## config.mk

```make
export PLATFORM = sky130hd
export DESIGN_NAME = mac_accum_n
export DESIGN_NICKNAME = d
export VERILOG_FILES = /design/src/rtl/mac_accum_n.sv
export SDC_FILE = /design/constraint.sdc
export NUM_CORES = 1
export LEC_CHECK = 0
export BUFFER_PORTS_ARGS = -buffer_cell sky130_fd_sc_hd__buf_4
export CAP_MARGIN = 20
export CORE_MARGIN = 8
export CORE_UTILIZATION = 40
export DETAILED_ROUTE_END_ITERATION = 16
export HOLD_SLACK_MARGIN = 0.12
export SKIP_CTS_REPAIR_TIMING = 1
export SYNTH_ARGS = -nofsm -noshare
export SYNTH_HDL_FRONTEND = slang
export SYNTH_SLANG_ARGS = --single-unit
```

## constraint.sdc

```tcl
create_clock -name clk -period 3.6 [get_ports clk]
set_input_delay 0 -clock clk [delete_from_list [all_inputs] [get_ports clk]]
set_output_delay 0 -clock clk [all_outputs]
set_load 0.03 [all_outputs]
```

## src/rtl/mac_accum_n.sv

```systemverilog
// mac_accum_n -- pipelined signed multiply-accumulate over windows of LEN products.
//
// Stage 1 registers the signed product of each accepted (data, weight) pair
// together with a flag marking the last sample of the window. Stage 2 adds the
// product into the accumulator, optionally saturating, and on the last product
// publishes the window sum and restarts from zero with no bubble.
//
// Ports:
//   clk        rising-edge clock
//   rstb       synchronous active-low reset
//   in_valid   in_data/in_weight valid this cycle
//   in_data    signed sample, DW bits
//   in_weight  signed weight, WW bits
//   clr        synchronous flush of the partial window (below reset priority)
//   out_valid  one-cycle pulse: out_data/out_ovf hold a completed window
//   out_data   signed window sum, ACCW bits (held between completions)
//   out_ovf    window left the ACCW signed range at some accumulate step
module mac_accum_n #(
  parameter int DW   = 4,
  parameter int WW   = 4,
  parameter int ACCW = 12,
  parameter int LEN  = 9,
  parameter int SAT  = 1
) (
  input  logic            clk,
  input  logic            rstb,
  input  logic            in_valid,
  input  logic [DW-1:0]   in_data,
  input  logic [WW-1:0]   in_weight,
  input  logic            clr,
  output logic            out_valid,
  output logic [ACCW-1:0] out_data,
  output logic            out_ovf
);

  localparam int PW = DW + WW;
  localparam int CW = (LEN > 1) ? $clog2(LEN) : 1;
  localparam logic [CW-1:0]   LAST_CNT = CW'(LEN - 1);
  localparam logic [ACCW-1:0] MAX_V    = {1'b0, {(ACCW-1){1'b1}}};
  localparam logic [ACCW-1:0] MIN_V    = {1'b1, {(ACCW-1){1'b0}}};

  // Stage 1 state
  logic [CW-1:0]   r_scnt;
  logic [PW-1:0]   r_prod;
  logic            r_pvld;
  logic            r_plast;

  // Stage 2 state
  logic [ACCW-1:0] r_acc;
  logic            r_ovf_s;
  logic            r_out_valid;
  logic [ACCW-1:0] r_out_data;
  logic            r_out_ovf;

  // Full-width signed product: both operands sign-extended to PW bits first
  logic signed [PW-1:0] w_data_x;
  logic signed [PW-1:0] w_weight_x;
  logic signed [PW-1:0] w_prod;
  logic                 w_last;

  assign w_data_x   = {{WW{in_data[DW-1]}}, in_data};
  assign w_weight_x = {{DW{in_weight[WW-1]}}, in_weight};
  assign w_prod     = w_data_x * w_weight_x;
  assign w_last     = (r_scnt == LAST_CNT);

  always_ff @(posedge clk) begin
    if (!rstb) begin
      r_scnt  <= '0;
      r_prod  <= '0;
      r_pvld  <= 1'b0;
      r_plast <= 1'b0;
    end else if (clr) begin
      r_scnt  <= '0;
      r_pvld  <= 1'b0;
      r_plast <= 1'b0;
    end else if (in_valid) begin
      r_prod  <= w_prod;
      r_pvld  <= 1'b1;
      r_plast <= w_last;
      r_scnt  <= w_last ? '0 : r_scnt + 1'b1;
    end else begin
      r_pvld  <= 1'b0;
    end
  end

  // One guard bit above ACCW: overflow shows as the top two bits disagreeing
  logic [ACCW:0]   w_acc_x;
  logic [ACCW:0]   w_prod_x;
  logic [ACCW:0]   w_sum;
  logic            w_ovf;
  logic [ACCW-1:0] w_res;

  assign w_acc_x  = {r_acc[ACCW-1], r_acc};
  assign w_prod_x = {{(ACCW+1-PW){r_prod[PW-1]}}, r_prod};
  assign w_sum    = w_acc_x + w_prod_x;
  assign w_ovf    = w_sum[ACCW] ^ w_sum[ACCW-1];

  always_comb begin
    w_res = w_sum[ACCW-1:0];
    if (SAT != 0 && w_ovf) begin
      w_res = w_sum[ACCW] ? MIN_V : MAX_V;
    end
  end

  always_ff @(posedge clk) begin
    if (!rstb) begin
      r_acc       <= '0;
      r_ovf_s     <= 1'b0;
      r_out_valid <= 1'b0;
      r_out_data  <= '0;
      r_out_ovf   <= 1'b0;
    end else if (clr) begin
      r_acc       <= '0;
      r_ovf_s     <= 1'b0;
      r_out_valid <= 1'b0;
    end else begin
      r_out_valid <= 1'b0;
      if (r_pvld) begin
        if (r_plast) begin
          r_out_data  <= w_res;
          r_out_ovf   <= r_ovf_s | w_ovf;
          r_out_valid <= 1'b1;
          r_acc       <= '0;
          r_ovf_s     <= 1'b0;
        end else begin
          r_acc       <= w_res;
          r_ovf_s     <= r_ovf_s | w_ovf;
        end
      end
    end
  end

  assign out_valid = r_out_valid;
  assign out_data  = r_out_data;
  assign out_ovf   = r_out_ovf;

endmodule

```

==> impl_metrics.env, run 1 <==
export IMPL_die_width_um=101
export IMPL_synth_mux_area_fraction_pct=1.46
export IMPL_min_path_type="in -> reg"
export IMPL_synth_cell_types=52
export IMPL_arrival_ps=3150
export IMPL_ys_seq_elements=41
export IMPL_grt_pass1_vias=2367
export IMPL_setup_tns_ps=0
export IMPL_grt_pass1_wl_mm=10.8
export IMPL_synth_nets=384
export IMPL_routed_wirelength_mm=6.17
export IMPL_finalClockSkew_ps=3.48
export IMPL_clockBufferDepth=2
export IMPL_place_congestion=0.812
export IMPL_core_um2=7180
export IMPL_antenna_found_initial=0
export IMPL_synth_top_family_by_area="compound AO/OA/AOI/OAI gates"
export IMPL_wl_per_cell_um=13.4
export IMPL_place_ws_ps=307
export IMPL_critPathKind="in -> reg"
export IMPL_area_delta_synth_final_pct=13.5
export IMPL_yosys_area_share_simple_pct=19.3
export IMPL_cp_common_cell="fa_1"
export IMPL_p_leak_uw=0.00146
export IMPL_die_area_um2=10300
export IMPL_portBuffers=25
export IMPL_rsz0062_at_grt="false"
export IMPL_io_pins=26
export IMPL_fin_crit_ps=2950
export IMPL_cp_max_fo=4
export IMPL_fin_util_pct=46.2
export IMPL_htreeDepth=2
export IMPL_ir_drop_mv=0.127
export IMPL_synth_xor_xnor_area_share_pct=3.60
export IMPL_report_final_hold_viol_count=0
export IMPL_grt_ovfl_total=0
export IMPL_worstPathRequired_ps=3790
export IMPL_status="finished clean"
export IMPL_root_buffer="clkbuf_8"
export IMPL_vias_per_cell=5.10
export IMPL_nNetsFinal=408
export IMPL_post_synth_cell_area_avg_um2=8.69
export IMPL_synth_async_reset_ratio_pct=0
export IMPL_dr_pass1_iters=4
export IMPL_numCtsBuffers=5
export IMPL_synth_commonest_cells="dfxtp_1, nand2_1, ha_1"
export IMPL_synth_compound_area_share_pct=24.3
export IMPL_initialDrtViolationCount=82
export IMPL_synth_edff_count=0
export IMPL_tightest_slew_ps=933
export IMPL_grt_max_degree=25
export IMPL_synth_top_area_share_pct=28.1
export IMPL_setup_viol=0
export IMPL_critPathCaptureType="register"
export IMPL_start_util_pct=40.7
export IMPL_synth_top_area_cell="dfxtp_1"
export IMPL_synthFlopType="dfxtp_1"
export IMPL_synth_warnings=0
export IMPL_path_clk_slew_ps=80
export IMPL_netlist_top_cells_area="dfxtp_1, ha_1, fa_1"
export IMPL_cp_cell_sequence="buf_4 > nand2b_1 > fa_1 > fa_1 > inv_1 > fa_1 > ha_1 > fa_1 > a21o_1 > a21oi_1 > xnor2_1 > o21ai_0 > and2_1"
export IMPL_fin_hold_ws_ps=119
export IMPL_yosysMostFrequentCell="dfxtp_1"
export IMPL_diodes=0
export IMPL_power_density_nw_per_um2=320
export IMPL_start_kind="input port"
export IMPL_rows=31
export IMPL_post_route_period_util_pct=82.0
export IMPL_synth_area_um2=2920
export IMPL_drcViolationCount=0
export IMPL_slowest_delay_ps=510
export IMPL_timing_slew_headroom_pct=37.7
export IMPL_seq_area_frac_synth_pct=28.1
export IMPL_place_hpwl_mm=4.83
export IMPL_cap_viol_max_count=0
export IMPL_grt_usage_pct=13.0
export IMPL_clock_sinks=41
export IMPL_synthAdderAreaFrac_pct=18.0
export IMPL_fmax_ghz=0.339
export IMPL_cts_tree="yes"
export IMPL_drtAntennaViolNets=0
export IMPL_slew_viol_final=0
export IMPL_cp_slowest_cell="fa_1"
export IMPL_worst_slack_ps=646
export IMPL_drive_above_1_share_pct=16.6
export IMPL_via_count=2345
export IMPL_die_y_um=101
export IMPL_netlist_instances=336
export IMPL_clk_latency_ps=290
==> cell usage in the layout, fill, tap and decap left out, drive strengths merged, types with 12 or more instances in the layout <==
cell type | synthesis | final
inv | 17 | 17
a21oi | 35 | 35
o21ai | 24 | 24
nand2 | 27 | 27
nand3 | 13 | 13
nor2b | 17 | 17
and2 | 12 | 12
nor2 | 15 | 15
ha | 26 | 26
dfxtp | 41 | 41
buf | 8 | 28
==> path summary, 6_finish.rpt <==
path         slack, ps  depth (start not counted)       start           end
max reg2reg        670                          9   r_prod[7]       out_ovf
min                120                          3         clr  out_data[11]
max                650                         13  in_data[0]     r_prod[7]
min reg2reg        480                          2   r_prod[3]     r_prod[3]
==> cell families after synthesis <==
| group | count (synthesis) |
|---|---|
| compound gates | 103 |
| xor+xnor | 12 |
| fa+ha+maj | 36 |
| buf+inv | 33 |
| flops | 41 |
| mux | 4 |
| simple gates | 107 |
==> power breakdown <==
part | internal, uW | switching (uW) | total [uW]
Sequential | 464 | 10.7 | 475
Clock | 173 | 159 | 332
Combinational | 116 | 138 | 254
Total | 753 | 307 | 1060
==> layout make-up <==
type	count	area, um2
Fill cell	725	3860
Multi-Input combinational cell	262	1940
Sequential cell	41	821
Timing Repair Buffer	33	260
Tap cell	99	124
Clock buffer	7	96.3
Inverter	17	63.8
Clock inverter	1	5.00
==> routing by layer <==
layer / GRT usage (%) / share of wire (%) / up-vias / routed length (um)
met5: 0 / 0 / - / 0
met4: 3.44 / 1.0 / 0 / 64
met3: 2.61 / 3.0 / 5 / 186
met2: 22.5 / 47 / 34 / 2900
met1: 15.9 / 49 / 1072 / 3030
li1: - / - / 1234 / -
==> registers in the layout, indices dropped and copies added (netlist names) <==
signal     cells
out_data      12
r_acc         12
r_prod         8
r_scnt         4
out_ovf        1
out_valid      1
r_ovf_s        1
r_plast        1
r_pvld         1
==> stage by stage <==
stage                     std cells  total power, uW  instance area, um2
final                           460             1060                3310
after global routing            460             1130                3310
after CTS                       455             1070                3260
after detailed placement        447              737                3160
after global placement          447              732                3160
after floorplan                 336              682                2920
==> critical path: cells and delay by family <==
family | cells | cell delay, ps
AOI/OAI and AO/OA | 3 | 430
xor gates and xnor gates | 1 | 130
adders and majority gates | 5 | 2090
and+or+nand+nor | 2 | 320
buffers and inverters | 2 | 170
Power figures use the tool's default switching activity.
==> inputs of run 2 (changes only) <==
Settings changed: ABC_AREA from default to 1.
Clock period 3.6 ns to 2.5 ns, I/O delays scaled along.
==> impl_metrics.env, run 2 <==
export IMPL_status="finished with violations"
export IMPL_violations="setup timing"
export IMPL_slew_viol_final=0
export IMPL_wl_per_cell_um=11.5
export IMPL_place_hpwl_mm=5.07
export IMPL_fin_crit_ps=2730
export IMPL_dp_cells=550
export IMPL_drtAntennaViolNets=0
export IMPL_cts_tree="yes"
export IMPL_htreeDepth=2
export IMPL_finalClockSkew_ps=5.76
export IMPL_synth_warnings=0
export IMPL_synth_cell_types=28
export IMPL_post_route_period_util_pct=109
export IMPL_synth_top_area_cell="dfxtp_1"
export IMPL_netlist_top_cells_area="dfxtp_1, nand2_1, ha_1"
export IMPL_synthFlopType="dfxtp_1"
export IMPL_rsz0062_at_grt="true"
export IMPL_setup_viol=2
export IMPL_synth_area_um2=2980
export IMPL_wl_met2_mm=3.31
export IMPL_arrival_ps=2920
export IMPL_rows=31
export IMPL_ir_drop_mv=0.223
export IMPL_most_common_layout_cells="nand2_1, inv_1, nor2_1"
export IMPL_grt_ovfl_total=0
export IMPL_grt_pass1_wl_mm=10.9
export IMPL_cap_viol_max_count=0
export IMPL_clockBufferDepth=2
export IMPL_yosys_area_share_simple_pct=30.2
export IMPL_worstPathRequired_ps=2690
export IMPL_netlist_instances=416
export IMPL_drcViolationCount=0
export IMPL_clk_latency_ps=290
export IMPL_clock_sinks=41
export IMPL_antenna_found_initial=0
export IMPL_timing_slew_headroom_pct=55.5
export IMPL_critPathKind="in -> reg"
export IMPL_synth_commonest_cells="nand2_1, inv_1, nor2_1"
export IMPL_core_um2=7250
export IMPL_synth_top_area_share_pct=27.5
export IMPL_dr_pass1_iters=6
export IMPL_nNetsFinal=511
export IMPL_power_density_nw_per_um2=478
export IMPL_root_buffer="clkbuf_8"
export IMPL_mostFrequentLayoutCell="nand2_1"
export IMPL_grt_usage_pct=12.9
export IMPL_min_path_type="in -> reg"
export IMPL_synth_xor_xnor_area_share_pct=4.40
export IMPL_fin_util_pct=50.0
export IMPL_synth_mux_area_fraction_pct=0
export IMPL_p_leak_uw=0.00191
export IMPL_start_kind="input port"
export IMPL_place_ws_ps=-584
export IMPL_setup_tns_ps=-402
export IMPL_synth_compound_area_share_pct=10.3
export IMPL_wirelength_met1_mm=2.93
export IMPL_ys_seq_elements=41
export IMPL_path_clk_slew_ps=70
export IMPL_synth_nets=464
export IMPL_io_pins=26
export IMPL_die_y_um=102
export IMPL_wl_met3_um=147
export IMPL_post_synth_cell_area_avg_um2=7.17
export IMPL_diodes=0
export IMPL_initialDrtViolationCount=63
export IMPL_routed_top_layer="met4"
export IMPL_fmax_ghz=0.367
export IMPL_yosysMostFrequentCell="nand2_1"
export IMPL_drive_above_1_share_pct=24.6
export IMPL_critPathCaptureType="register"
export IMPL_place_congestion=0.850
export IMPL_synth_edff_count=0
export IMPL_area_delta_synth_final_pct=21.5
export IMPL_seq_area_frac_synth_pct=27.5
export IMPL_routed_wirelength_mm=6.48
export IMPL_report_final_hold_viol_count=0
export IMPL_worst_slack_ps=-226
export IMPL_die_width_um=102
export IMPL_grt_pass1_vias=2538
export IMPL_synthAdderAreaFrac_pct=17.6
export IMPL_portBuffers=25
export IMPL_cp_max_fo=2
export IMPL_die_area_um2=10500
export IMPL_tightest_slew_ps=665
export IMPL_start_util_pct=41.1
export IMPL_synth_top_family_by_area="simple AND/OR/NAND/NOR gates"
export IMPL_fin_cells=562
export IMPL_via_count=2587
export IMPL_numCtsBuffers=5
export IMPL_grt_max_degree=17
export IMPL_vias_per_cell=4.60
export IMPL_synth_async_reset_ratio_pct=0
[run 2: changes by cell type in the layout (fill, tap and decap cells not counted), moves of 16 or more]
cell     before  now
o21ai_0      24    8
nor2_1       14   54
nand2_2       0   33
inv_1        17   62
nand2_1      27   88
nor2b_1      17    0
[run 2: kinds of logic (layout without fill, tap and decap cells)]
kind of cell | count (synthesis) | after routing
AOI/OAI and AO/OA | 50 | 50
xor gates and xnor gates | 15 | 15
adders and majority gates | 36 | 36
buffers and inverters | 72 | 119
DFF | 41 | 41
and+or+nand+nor | 202 | 202
[run 2: final timing paths]
| kind | startpoint | cells past startpoint | slack (ps) | end |
|---|---|---|---|---|
| min | in_data[0] | 4 | 110 | r_prod[0] |
| max | in_weight[3] | 15 | -230 | r_prod[7] |
| max reg2reg | r_prod[0] | 14 | 250 | out_data[1] |
| min reg2reg | r_acc[0] | 2 | 470 | r_acc[0] |
[run 2: layout make-up]
cell class	count	area (um2)
clock buffers	5	68.8
clock inverters	2	35.0
fillers	755	3630
inverters	64	248
multi-input cells	303	1940
flip-flops and latches	41	821
well taps	99	124
repair buffers	48	387
[run 2: critical path, cell delays in order]
cell and delay (ps):
buf_8 90, inv_8 20, or2_4 220, fa_1 460, fa_1 530, inv_2 40, fa_2 460, ha_4 180
fa_2 360, nand3_2 70, nand2_1 50, xor2_1 140, xor2_1 140, o21ai_1 110, inv_1 50
[run 2: power breakdown]
part / internal (uW) / switching (uW)
Sequential: 668 / 12.6
Clock: 290 / 230
Combinational: 238 / 292
[run 2: routing by layer]
| metal | global-route usage, % | vias to the layer above |
|---|---|---|
| li1 | - | 1383 |
| met1 | 15.0 | 1173 |
| met2 | 23.2 | 21 |
| met3 | 2.32 | 10 |
| met4 | 4.40 | 0 |
| met5 | 0 | - |
[run 2: stage by stage]
step / hold slack (ps) / power (uW) / instance area [um2]
2_1_floorplan: 132 / 1030 / 3010
3_3_place_gp: 314 / 1160 / 3400
3_5_place_dp: 306 / 1170 / 3400
4_1_cts: -18.0 / 1700 / 3500
5_1_grt: 136 / 1840 / 3620
6_report: 106 / 1730 / 3620
==> inputs of run 3 (changes only) <==
Settings changed: RECOVER_POWER from default to 25.
==> impl_metrics.env, run 3 (synthesized netlist as in run 2, its figures left out) <==
export IMPL_cap_viol_max_count=0
export IMPL_violations="setup timing"
export IMPL_mostFrequentLayoutCell="nand2_1"
export IMPL_status="finished with violations"
export IMPL_report_final_hold_viol_count=0
export IMPL_fin_hold_ws_ps=106
export IMPL_area_delta_synth_final_pct=19.8
export IMPL_via_count=2588
export IMPL_initialDrtViolationCount=65
export IMPL_htreeDepth=2
export IMPL_root_buffer="clkbuf_8"
export IMPL_setup_tns_ps=-401
export IMPL_fill_cells=764
export IMPL_drive_above_1_share_pct=21.8
export IMPL_die_area_um2=10500
export IMPL_cts_tree="yes"
export IMPL_p_leak_uw=0.00185
export IMPL_numCtsBuffers=5
export IMPL_cp_slowest_cell="fa_1"
export IMPL_dr_pass1_iters=4
export IMPL_start_util_pct=41.1
export IMPL_routed_wirelength_mm=6.53
export IMPL_drtAntennaViolNets=0
export IMPL_place_hpwl_mm=5.07
export IMPL_post_route_period_util_pct=109
export IMPL_start_kind="input port"
export IMPL_critPathKind="in -> reg"
export IMPL_finalClockSkew_ps=5.97
export IMPL_grt_pass1_wl_mm=10.9
export IMPL_io_pins=26
export IMPL_portBuffers=25
export IMPL_wl_per_cell_um=11.6
export IMPL_setup_viol=2
export IMPL_rows=31
export IMPL_place_congestion=0.850
export IMPL_slew_viol_final=0
export IMPL_worstPathRequired_ps=2690
export IMPL_die_width_um=102
export IMPL_tightest_slew_ps=665
export IMPL_grt_pass1_vias=2538
export IMPL_fin_util_pct=49.3
export IMPL_ir_drop_mv=0.223
export IMPL_min_path_type="in -> reg"
export IMPL_clk_latency_ps=290
export IMPL_grt_usage_pct=12.9
export IMPL_fmax_ghz=0.367
export IMPL_diodes=0
export IMPL_timing_slew_headroom_pct=55.5
export IMPL_grt_ovfl_total=0
export IMPL_grt_max_degree=17
export IMPL_fin_crit_ps=2730
export IMPL_die_y_um=102
export IMPL_clock_sinks=41
export IMPL_slowest_delay_ps=530
export IMPL_drcViolationCount=0
export IMPL_core_um2=7250
export IMPL_path_clk_slew_ps=70
export IMPL_cp_cell_sequence="buf_8 > inv_8 > or2_4 > fa_1 > fa_1 > inv_2 > fa_2 > ha_4 > fa_2 > nand3_2 > nand2_1 > xor2_1 > xor2_1 > o21ai_1 > inv_1"
export IMPL_power_density_nw_per_um2=485
export IMPL_most_common_layout_cells="nand2_1, inv_1, nor2_1"
export IMPL_critPathCaptureType="register"
export IMPL_worst_slack_ps=-226
export IMPL_r2r_setup_slack_ps=250
export IMPL_arrival_ps=2920
export IMPL_rsz0062_at_grt="true"
export IMPL_nNetsFinal=511
export IMPL_clockBufferDepth=2
export IMPL_cp_max_fo=2
export IMPL_antenna_found_initial=0
export IMPL_vias_per_cell=4.60
==> run 3: changes by cell type in the layout (fill, tap and decap cells not counted) <==
| cell | delta |
|---|---|
| buf_4 | -13 |
| clkbuf_1 | +13 |
==> run 3: metrics by stage <==
step | power [uW] | setup WS [ps] | cells | cell area [um2]
2_1_floorplan | 1030 | -382 | 416 | 3010
6_report | 1730 | -226 | 562 | 3570
4_1_cts | 1700 | -271 | 557 | 3500
5_1_grt | 1840 | -344 | 562 | 3570
3_5_place_dp | 1170 | -584 | 550 | 3400
3_3_place_gp | 1160 | -556 | 550 | 3400
==> run 3: path summary, 6_finish.rpt <==
check | from | end | cells past startpoint
setup reg to reg | r_prod[0] | out_data[1] | 14
hold / removal | in_data[0] | r_prod[0] | 4
hold reg to reg | r_acc[0] | r_acc[0] | 2
setup / recovery | in_weight[3] | r_prod[7] | 15
==> run 3: layout make-up <==
| class | count | area (um2) | share of cell area, % |
|---|---|---|---|
| multi-input cells | 303 | 1940 | 54.3 |
| flip-flops and latches | 41 | 821 | 23.0 |
| repair buffers | 48 | 338 | 9.45 |
| inverters | 64 | 248 | 6.93 |
| well taps | 99 | 124 | 3.47 |
| clock buffers | 5 | 68.8 | 1.93 |
| clock inverters | 2 | 35.0 | 0.980 |
==> run 3: layer usage <==
metal	wire length [um]	track usage, %	vias up	share of wire [%]
li1	-	-	1383	-
met1	3000	15.0	1174	46
met2	3310	23.2	21	51
met3	122	2.32	10	1.9
met4	99	4.40	0	1.5
met5	0	0	-	0
==> run 3: power breakdown <==
group | switching [uW] | internal, uW | leakage [uW] | total (uW)
clock network | 230 | 290 | 0.0000540 | 521
registers | 12.7 | 668 | 0.000332 | 681
logic | 292 | 238 | 0.00147 | 531
total | 535 | 1200 | 0.00185 | 1730
==> run 3: critical path: cells and delay by family <==
kind	cells	cell delay (ps)
adders and majority gates	5	1990
and+or+nand+nor	3	340
xor gates and xnor gates	2	280
buffers and inverters	4	200
AOI/OAI and AO/OA	1	110
